--- src/rtl/inst_fetch_buffer_if.sv ---
// Fetch-to-decode handshake bundle for the instruction fetch buffer.
// slave: seen by the buffer itself; master: seen by the surrounding pipeline.
interface inst_fetch_buffer_if #(
  parameter int unsigned DEPTH = 2
) ();

  localparam int unsigned CntW = $clog2(DEPTH) + 1;

  logic            flush;
  logic            in_valid;
  logic [31:0]     in_inst;
  logic [31:0]     in_pc;
  logic            in_ready;
  logic            out_valid;
  logic            out_ready;
  logic [31:0]     out_inst;
  logic [31:0]     out_pc;
  logic [2:0]      out_imm_type;
  logic [CntW-1:0] out_count;

  modport slave (
    input  flush,
    input  in_valid,
    input  in_inst,
    input  in_pc,
    output in_ready,
    output out_valid,
    input  out_ready,
    output out_inst,
    output out_pc,
    output out_imm_type,
    output out_count
  );

  modport master (
    output flush,
    output in_valid,
    output in_inst,
    output in_pc,
    input  in_ready,
    input  out_valid,
    output out_ready,
    input  out_inst,
    input  out_pc,
    input  out_imm_type,
    input  out_count
  );

endinterface

--- src/rtl/inst_fetch_buffer.sv ---
// Small FIFO between fetch and decode. Head entry is always presented from
// storage (no input bypass) together with its decoded immediate type.
module inst_fetch_buffer #(
  parameter int unsigned DEPTH = 2
) (
  input  logic                 clk,
  input  logic                 rst_n,
  inst_fetch_buffer_if.slave   bus
);

  localparam int unsigned PtrW = (DEPTH > 1) ? $clog2(DEPTH) : 1;
  localparam int unsigned CntW = $clog2(DEPTH) + 1;

  // Immediate-type codes shared with the immediate generator.
  localparam logic [2:0] ImmR = 3'd0;
  localparam logic [2:0] ImmI = 3'd1;
  localparam logic [2:0] ImmS = 3'd2;
  localparam logic [2:0] ImmB = 3'd3;
  localparam logic [2:0] ImmU = 3'd4;
  localparam logic [2:0] ImmJ = 3'd5;

  logic [31:0]     inst_q [DEPTH];
  logic [31:0]     pc_q   [DEPTH];
  logic [PtrW-1:0] wr_ptr_q, wr_ptr_d;
  logic [PtrW-1:0] rd_ptr_q, rd_ptr_d;
  logic [CntW-1:0] count_q, count_d;
  logic            push, pop;
  logic [31:0]     head_inst;
  logic [2:0]      imm_type;

  // Handshake qualification; flush suppresses both sides.
  always_comb begin
    bus.in_ready  = (count_q < CntW'(DEPTH));
    bus.out_valid = (count_q != '0);
    push          = bus.in_valid && bus.in_ready && !bus.flush;
    pop           = bus.out_valid && bus.out_ready && !bus.flush;
  end

  // Pointer and occupancy next-state; pointers wrap naturally (DEPTH is 2^n).
  always_comb begin
    wr_ptr_d = wr_ptr_q;
    rd_ptr_d = rd_ptr_q;
    count_d  = count_q;
    if (bus.flush) begin
      wr_ptr_d = '0;
      rd_ptr_d = '0;
      count_d  = '0;
    end else begin
      if (push) wr_ptr_d = wr_ptr_q + PtrW'(1);
      if (pop)  rd_ptr_d = rd_ptr_q + PtrW'(1);
      if (push && !pop)      count_d = count_q + CntW'(1);
      else if (pop && !push) count_d = count_q - CntW'(1);
    end
  end

  // Control state with asynchronous reset.
  always_ff @(posedge clk or negedge rst_n) begin
    if (!rst_n) begin
      wr_ptr_q <= '0;
      rd_ptr_q <= '0;
      count_q  <= '0;
    end else begin
      wr_ptr_q <= wr_ptr_d;
      rd_ptr_q <= rd_ptr_d;
      count_q  <= count_d;
    end
  end

  // Entry storage; contents are never cleared, only invalidated by count.
  always_ff @(posedge clk) begin
    if (push) begin
      inst_q[wr_ptr_q] <= bus.in_inst;
      pc_q[wr_ptr_q]   <= bus.in_pc;
    end
  end

  // Immediate-type decode of the head opcode; unknown opcodes fall back to R.
  always_comb begin
    head_inst = inst_q[rd_ptr_q];
    imm_type  = ImmR;
    case (head_inst[6:0])
      7'b0010011, 7'b0000011, 7'b1100111: imm_type = ImmI;
      7'b0110011:                         imm_type = ImmR;
      7'b0110111, 7'b0010111:             imm_type = ImmU;
      7'b1100011:                         imm_type = ImmB;
      7'b0100011:                         imm_type = ImmS;
      7'b1101111:                         imm_type = ImmJ;
      default:                            imm_type = ImmR;
    endcase
  end

  // Head outputs.
  always_comb begin
    bus.out_inst     = head_inst;
    bus.out_pc       = pc_q[rd_ptr_q];
    bus.out_imm_type = imm_type;
    bus.out_count    = count_q;
  end

endmodule

--- src/flat_wrapper.sv ---
// flat-port wrapper written by rule: the top's interface ports become plain ports
module inst_fetch_buffer_flat 
#(
  parameter int unsigned DEPTH = 2
)
  (clk, rst_n, bus_flush, bus_in_valid, bus_in_inst, bus_in_pc, bus_in_ready, bus_out_valid, bus_out_ready, bus_out_inst, bus_out_pc, bus_out_imm_type, bus_out_count);
  inst_fetch_buffer_if #(.DEPTH(DEPTH)) bus_i ();
  input  logic clk;
  input  logic rst_n;
  input wire logic [$bits(bus_i.flush)-1:0] bus_flush;
  input wire logic [$bits(bus_i.in_valid)-1:0] bus_in_valid;
  input wire logic [$bits(bus_i.in_inst)-1:0] bus_in_inst;
  input wire logic [$bits(bus_i.in_pc)-1:0] bus_in_pc;
  output wire logic [$bits(bus_i.in_ready)-1:0] bus_in_ready;
  output wire logic [$bits(bus_i.out_valid)-1:0] bus_out_valid;
  input wire logic [$bits(bus_i.out_ready)-1:0] bus_out_ready;
  output wire logic [$bits(bus_i.out_inst)-1:0] bus_out_inst;
  output wire logic [$bits(bus_i.out_pc)-1:0] bus_out_pc;
  output wire logic [$bits(bus_i.out_imm_type)-1:0] bus_out_imm_type;
  output wire logic [$bits(bus_i.out_count)-1:0] bus_out_count;
  assign bus_i.flush = bus_flush;
  assign bus_i.in_valid = bus_in_valid;
  assign bus_i.in_inst = bus_in_inst;
  assign bus_i.in_pc = bus_in_pc;
  assign bus_in_ready = bus_i.in_ready;
  assign bus_out_valid = bus_i.out_valid;
  assign bus_i.out_ready = bus_out_ready;
  assign bus_out_inst = bus_i.out_inst;
  assign bus_out_pc = bus_i.out_pc;
  assign bus_out_imm_type = bus_i.out_imm_type;
  assign bus_out_count = bus_i.out_count;
  inst_fetch_buffer #(.DEPTH(DEPTH)) u_core (.clk(clk), .rst_n(rst_n), .bus(bus_i));
endmodule
--- config.mk ---
export PLATFORM = sky130hd
export DESIGN_NAME = inst_fetch_buffer_flat
export DESIGN_NICKNAME = d
export VERILOG_FILES = /design/src/rtl/inst_fetch_buffer_if.sv /design/src/rtl/inst_fetch_buffer.sv /design/src/flat_wrapper.sv
export SDC_FILE = /design/constraint.sdc
export NUM_CORES = 1
export LEC_CHECK = 0
export BUFFER_PORTS_ARGS = -buffer_cell sky130_fd_sc_hd__buf_2
export CAP_MARGIN = 20
export CORE_MARGIN = 2
export CORE_UTILIZATION = 40
export DETAILED_ROUTE_END_ITERATION = 7
export GPL_ROUTABILITY_DRIVEN = 0
export GPL_TIMING_DRIVEN = 0
export HOLD_SLACK_MARGIN = 0.1
export PLACE_DENSITY = 0.6
export REMOVE_ABC_BUFFERS = 1
export SLEW_MARGIN = 0
export SYNTH_ARGS = -nofsm -noshare
export SYNTH_HDL_FRONTEND = slang
export SYNTH_SLANG_ARGS = --single-unit
export TNS_END_PERCENT = 100
--- constraint.sdc ---
create_clock -name clk -period 10.74 [get_ports clk]
set_clock_uncertainty 0.1 [all_clocks]
set_input_delay 3.222 -clock clk [delete_from_list [all_inputs] [get_ports clk]]
set_output_delay 3.222 -clock clk [all_outputs]
set_load 0.02 [all_outputs]
==> flow_results.org <==
** Run status
- Run status :: completed

** Pwr
- Across the VDD grid, the largest voltage drop is about 120 uV.
- For this design the ratio of total power to cell area is 201 mW/mm^2.
- Relative contribution of sequential cells to total power :: roughly 45%
- Reported net switching power :: around 270 uW
- Internal power component :: around 1.0 mW
- Cell leakage power :: ~2.5 nW
- In this run, the combinational gates consume a little under a tenth of the power.
- Total power :: approximately 1.3 mW
- Switching part of the total power :: around a fifth
- Per report_power, the clock group accounts for ~46% of the total.

** GRT
- Global routing consumed, over all layers together, approximately 14% of the routing resources.
- Initial antenna violation count :: 1
- The via count of the first global-routing pass was 2777.
- Summed over all layers, the global routing overflow is 0.
- The first global-routing pass estimated 14000 um of wire.
- Entering global routing, the biggest net connects between 40 and 50 pins.

** Finish
- Once layout is complete, the utilization of the core stands at 54.7%.
- The post-route netlist has between 60% and 70% of its cells at a drive strength greater than 1.
- Post-route cell area :: 0.00657 mm^2
- For this run, the post-layout net count is 470.
- FF+latch area :: a little under 0.004 mm^2
- Final non-filler cell total :: between 500 and 600
- Area growth, synth to finish :: 33.8%
- Counting the fill cells in the layout gives 1000.
- Summing all multi-input logic gate instances after layout gives approximately 920 um^2.

** Floorplan
- between 100 and 150 I/O pins were placed.
- The initial utilization of the core area, before any placement, comes to roughly two fifths.
- The core region is ~0.012 mm^2.
- The floorplan step set the die height to between 100 and 150 um.
- The die covers approximately 0.013 mm^2.
- Die extent in x :: 115 um
- Row Count :: 40

** Clock network
- The clock net in this run drives a total of between 100 and 150 sinks.
- In this run the post-CTS setup repair buffer count came out at 0.
- Total clock buffers created by CTS :: 17
- The H-tree was split into 4 levels.
- TritonCTS built the clock tree.
- The cell sitting at the root of the clock tree is a clkbuf_16.
- Maximum buffer depth of the clock tree :: 2
- Number of hold-repair buffers added at the cts stage :: 0
- Clock latency on the worst-skew pair, taken at its later pin, is just over 400 ps.
- Post-CTS repair changed the size of 0 cells.
- Clock-pin slew was measured on the worst setup and hold paths at about 50 ps.

** Yosys
- In this run the mean area of a mapped cell was 20.8 um^2.
- Fraction of registers with async set or reset after synthesis :: about 3.0%
- Yosys attributes the largest share of cell area to edfxtp_1 (78%), mux2_2 (14%), dfrtp_1 (2.0%).
- For this run, the leading register cell type out of synthesis is edfxtp_1.
- Warning count from the yosys run :: 0
- Yosys top cell by area :: edfxtp_1
- Counting distinct cell types in the post-synthesis netlist gives 28.
- Number of enable-type register cells in the synthesized netlist :: 128
- The synthesized netlist occupies a cell area of around 0.0049 mm^2.
- Summed over its instances, the top area cell type makes up about four fifths of the synthesized netlist area.
- Synthesis produced a netlist whose cell count is around 240.
- Synthesis inferred 132 register bits.
- Sequential cells were found to cover between 80 and 90% of the synthesized design area.

** Job
- Max-cap violations in this run came to 0.

** Timing
- Fraction of the cycle the final worst path needs :: 55.1%
- The final number of max-transition violations came to 0.
- Final Setup Violations :: 0
- Highest achievable clock rate :: 169 MHz
- Setup repair after global routing left no endpoint under its margin.
- At the pin with the least slew margin, the transition time is 841 ps.
- In the post-route analysis, the smallest setup slack over all paths is just under 5000 ps.
- Shortest period the worst path allows :: ~5900 ps
- Count of final hold-check violations :: 0
- Tightest slew margin relative to the limit :: between 40 and 50%

** Placement
- Post-Place Setup Slack :: approximately 5200 ps
- Number of placed instances, taps included :: 529
- Sum of net half-perimeters after detailed placement :: a little over 6000 um
- Instance area after placement :: 0.00595 mm^2
- The count of buffers added on input and output ports is about 140.

** Detailed routing
- Residual DRC count :: 0
- Iter 0 DRT Violations :: ~130
- After detailed routing, the number of vias per cell comes to approximately 4.8.
- The pre-antenna-repair detailed-routing pass consisted of 5 iterations.
- In the final routed layout, each cell accounts on average for around 16 um.
- For this block, the routed nets add up to approximately 9000 um of wire.
- The detail route stage leaves a number of antenna-violating nets equal to 0.
- The detailed router placed 2684 vias in this run.

** Setup path
- Among all stages on the critical path, the largest delay is contributed by dfrtp_4.
- Of all nets on the critical path, the largest fanout is 45.
- Worst Setup Path Type :: reg2out
- Worst EP required :: approximately 7400 ps
- Largest stage delay on the critical path :: approximately 670 ps
- Critical path, cell by cell :: buf_16 -> mux2i_1 -> inv_2 -> or4_1 -> a21oi_1 -> buf_2
- STA puts the critical path data arrival time at ~2600 ps.
- Reg2Reg Launch Point :: u_core.bus.out_count[1]
- Kind of capture point of the worst setup path :: output pin
- Source of the critical timing path :: u_core.rd_ptr_q
- Kind of start point of the critical path :: flip-flop

** Min path
- Kind of path behind the tightest hold check :: reg2reg
- Hold wc startpoint :: u_core.wr_ptr_q
-- placed cells by master, fill, tap and decap left out, types with 2 or more instances in the layout --
cell / Yosys / layout
o21ai_0: 2 / 2
xor2_1: 2 / 2
mux2i_1: 2 / 2
clkinv_1: 0 / 4
edfxtp_1: 128 / 128
dfrtp_1: 4 / 3
bufinv_16: 0 / 5
buf_6: 1 / 13
nor2_1: 3 / 3
inv_1: 2 / 2
a21oi_1: 3 / 3
and3b_1: 2 / 2
buf_2: 6 / 139
mux2_2: 62 / 62
nand2b_1: 2 / 2
nor2b_1: 2 / 2
clkinv_2: 0 / 3
clkbuf_16: 0 / 17
-- final cells by class --
cell class                 instances  share of cell area, %
multi-input combinational         93                   14.0
antenna                            1                 0.0381
tap                              147                   2.80
timing repair buffer             154                   13.5
clock inverter                    13                   2.88
sequential                       132                   60.1
inverter                           3                  0.171
clock buffer                      18                   6.53
-- synth_stat cells (3+ instances only) --
master and number:
edfxtp_1 128, a21oi_1 3, nor2_1 3, buf_2 6, mux2_2 62, dfrtp_1 4
-- final timing paths --
check                                           to  slack [ps]  depth (start not counted)
max reg2reg                    u_core.inst_q[1][4]        8360                          5
max                            bus_out_imm_type[0]        4820                          6
min in group asynchronous  u_core.bus.out_count[0]        2500                          1
max in group asynchronous          u_core.rd_ptr_q        7900                          1
min reg2reg                        u_core.wr_ptr_q         480                          2
min                                u_core.wr_ptr_q         480                          2
-- through the flow --
| stage | TNS, ps | hold WS [ps] |
|---|---|---|
| floorplan | 0 | 419 |
| global placement | -98560 | 435 |
| detailed placement | 0 | 471 |
| CTS | 0 | 487 |
| global route | 0 | 502 |
| finish | 0 | 481 |
-- critical path, delay by kind of cell, from the launching register on --
kind / cells / cell delay [ps]
DFF: 1 / 670
and+or+nand+nor: 1 / 470
AOI/OAI and AO/OA: 1 / 120
buffers and inverters: 3 / 570
muxes: 1 / 340
-- power groups by stage --
stage                     clock network (mW)  registers (mW)  logic [mW]
after floorplan                            0           0.612      0.0661
after global placement                     0           0.617       0.108
after detailed placement                   0           0.608       0.121
after CTS                              0.615           0.598       0.122
after global routing                   0.637           0.600       0.129
final                                  0.603           0.598       0.120
-- cell families after synthesis --
| family | share of synthesized area (%) |
|---|---|
| buffers and inverters | 1.15 |
| multiplexers | 14.9 |
| AND/OR/NAND/NOR | 2.14 |
| flip-flops | 80.3 |
| AO/OA/AOI/OAI | 1.12 |
| XOR/XNOR | 0.357 |
-- layer usage --
| metal | up-vias | track usage, % | part of all wire, % |
|---|---|---|---|
| li1 | 1266 | - | - |
| met5 | - | 0 | 0 |
| met2 | 104 | 22.1 | 48 |
| met4 | 0 | 6.75 | 1.7 |
| met1 | 1301 | 16.8 | 42 |
| met3 | 13 | 7.38 | 8.7 |
-- flip-flops by register name, indices dropped and copies added (netlist names) --
register              cells
u_core.inst_q            64
u_core.pc_q              64
u_core.wr_ptr_q           1
u_core.bus.out_count      2
u_core.rd_ptr_q           1
Note: power is estimated with default switching activity, not from simulation.
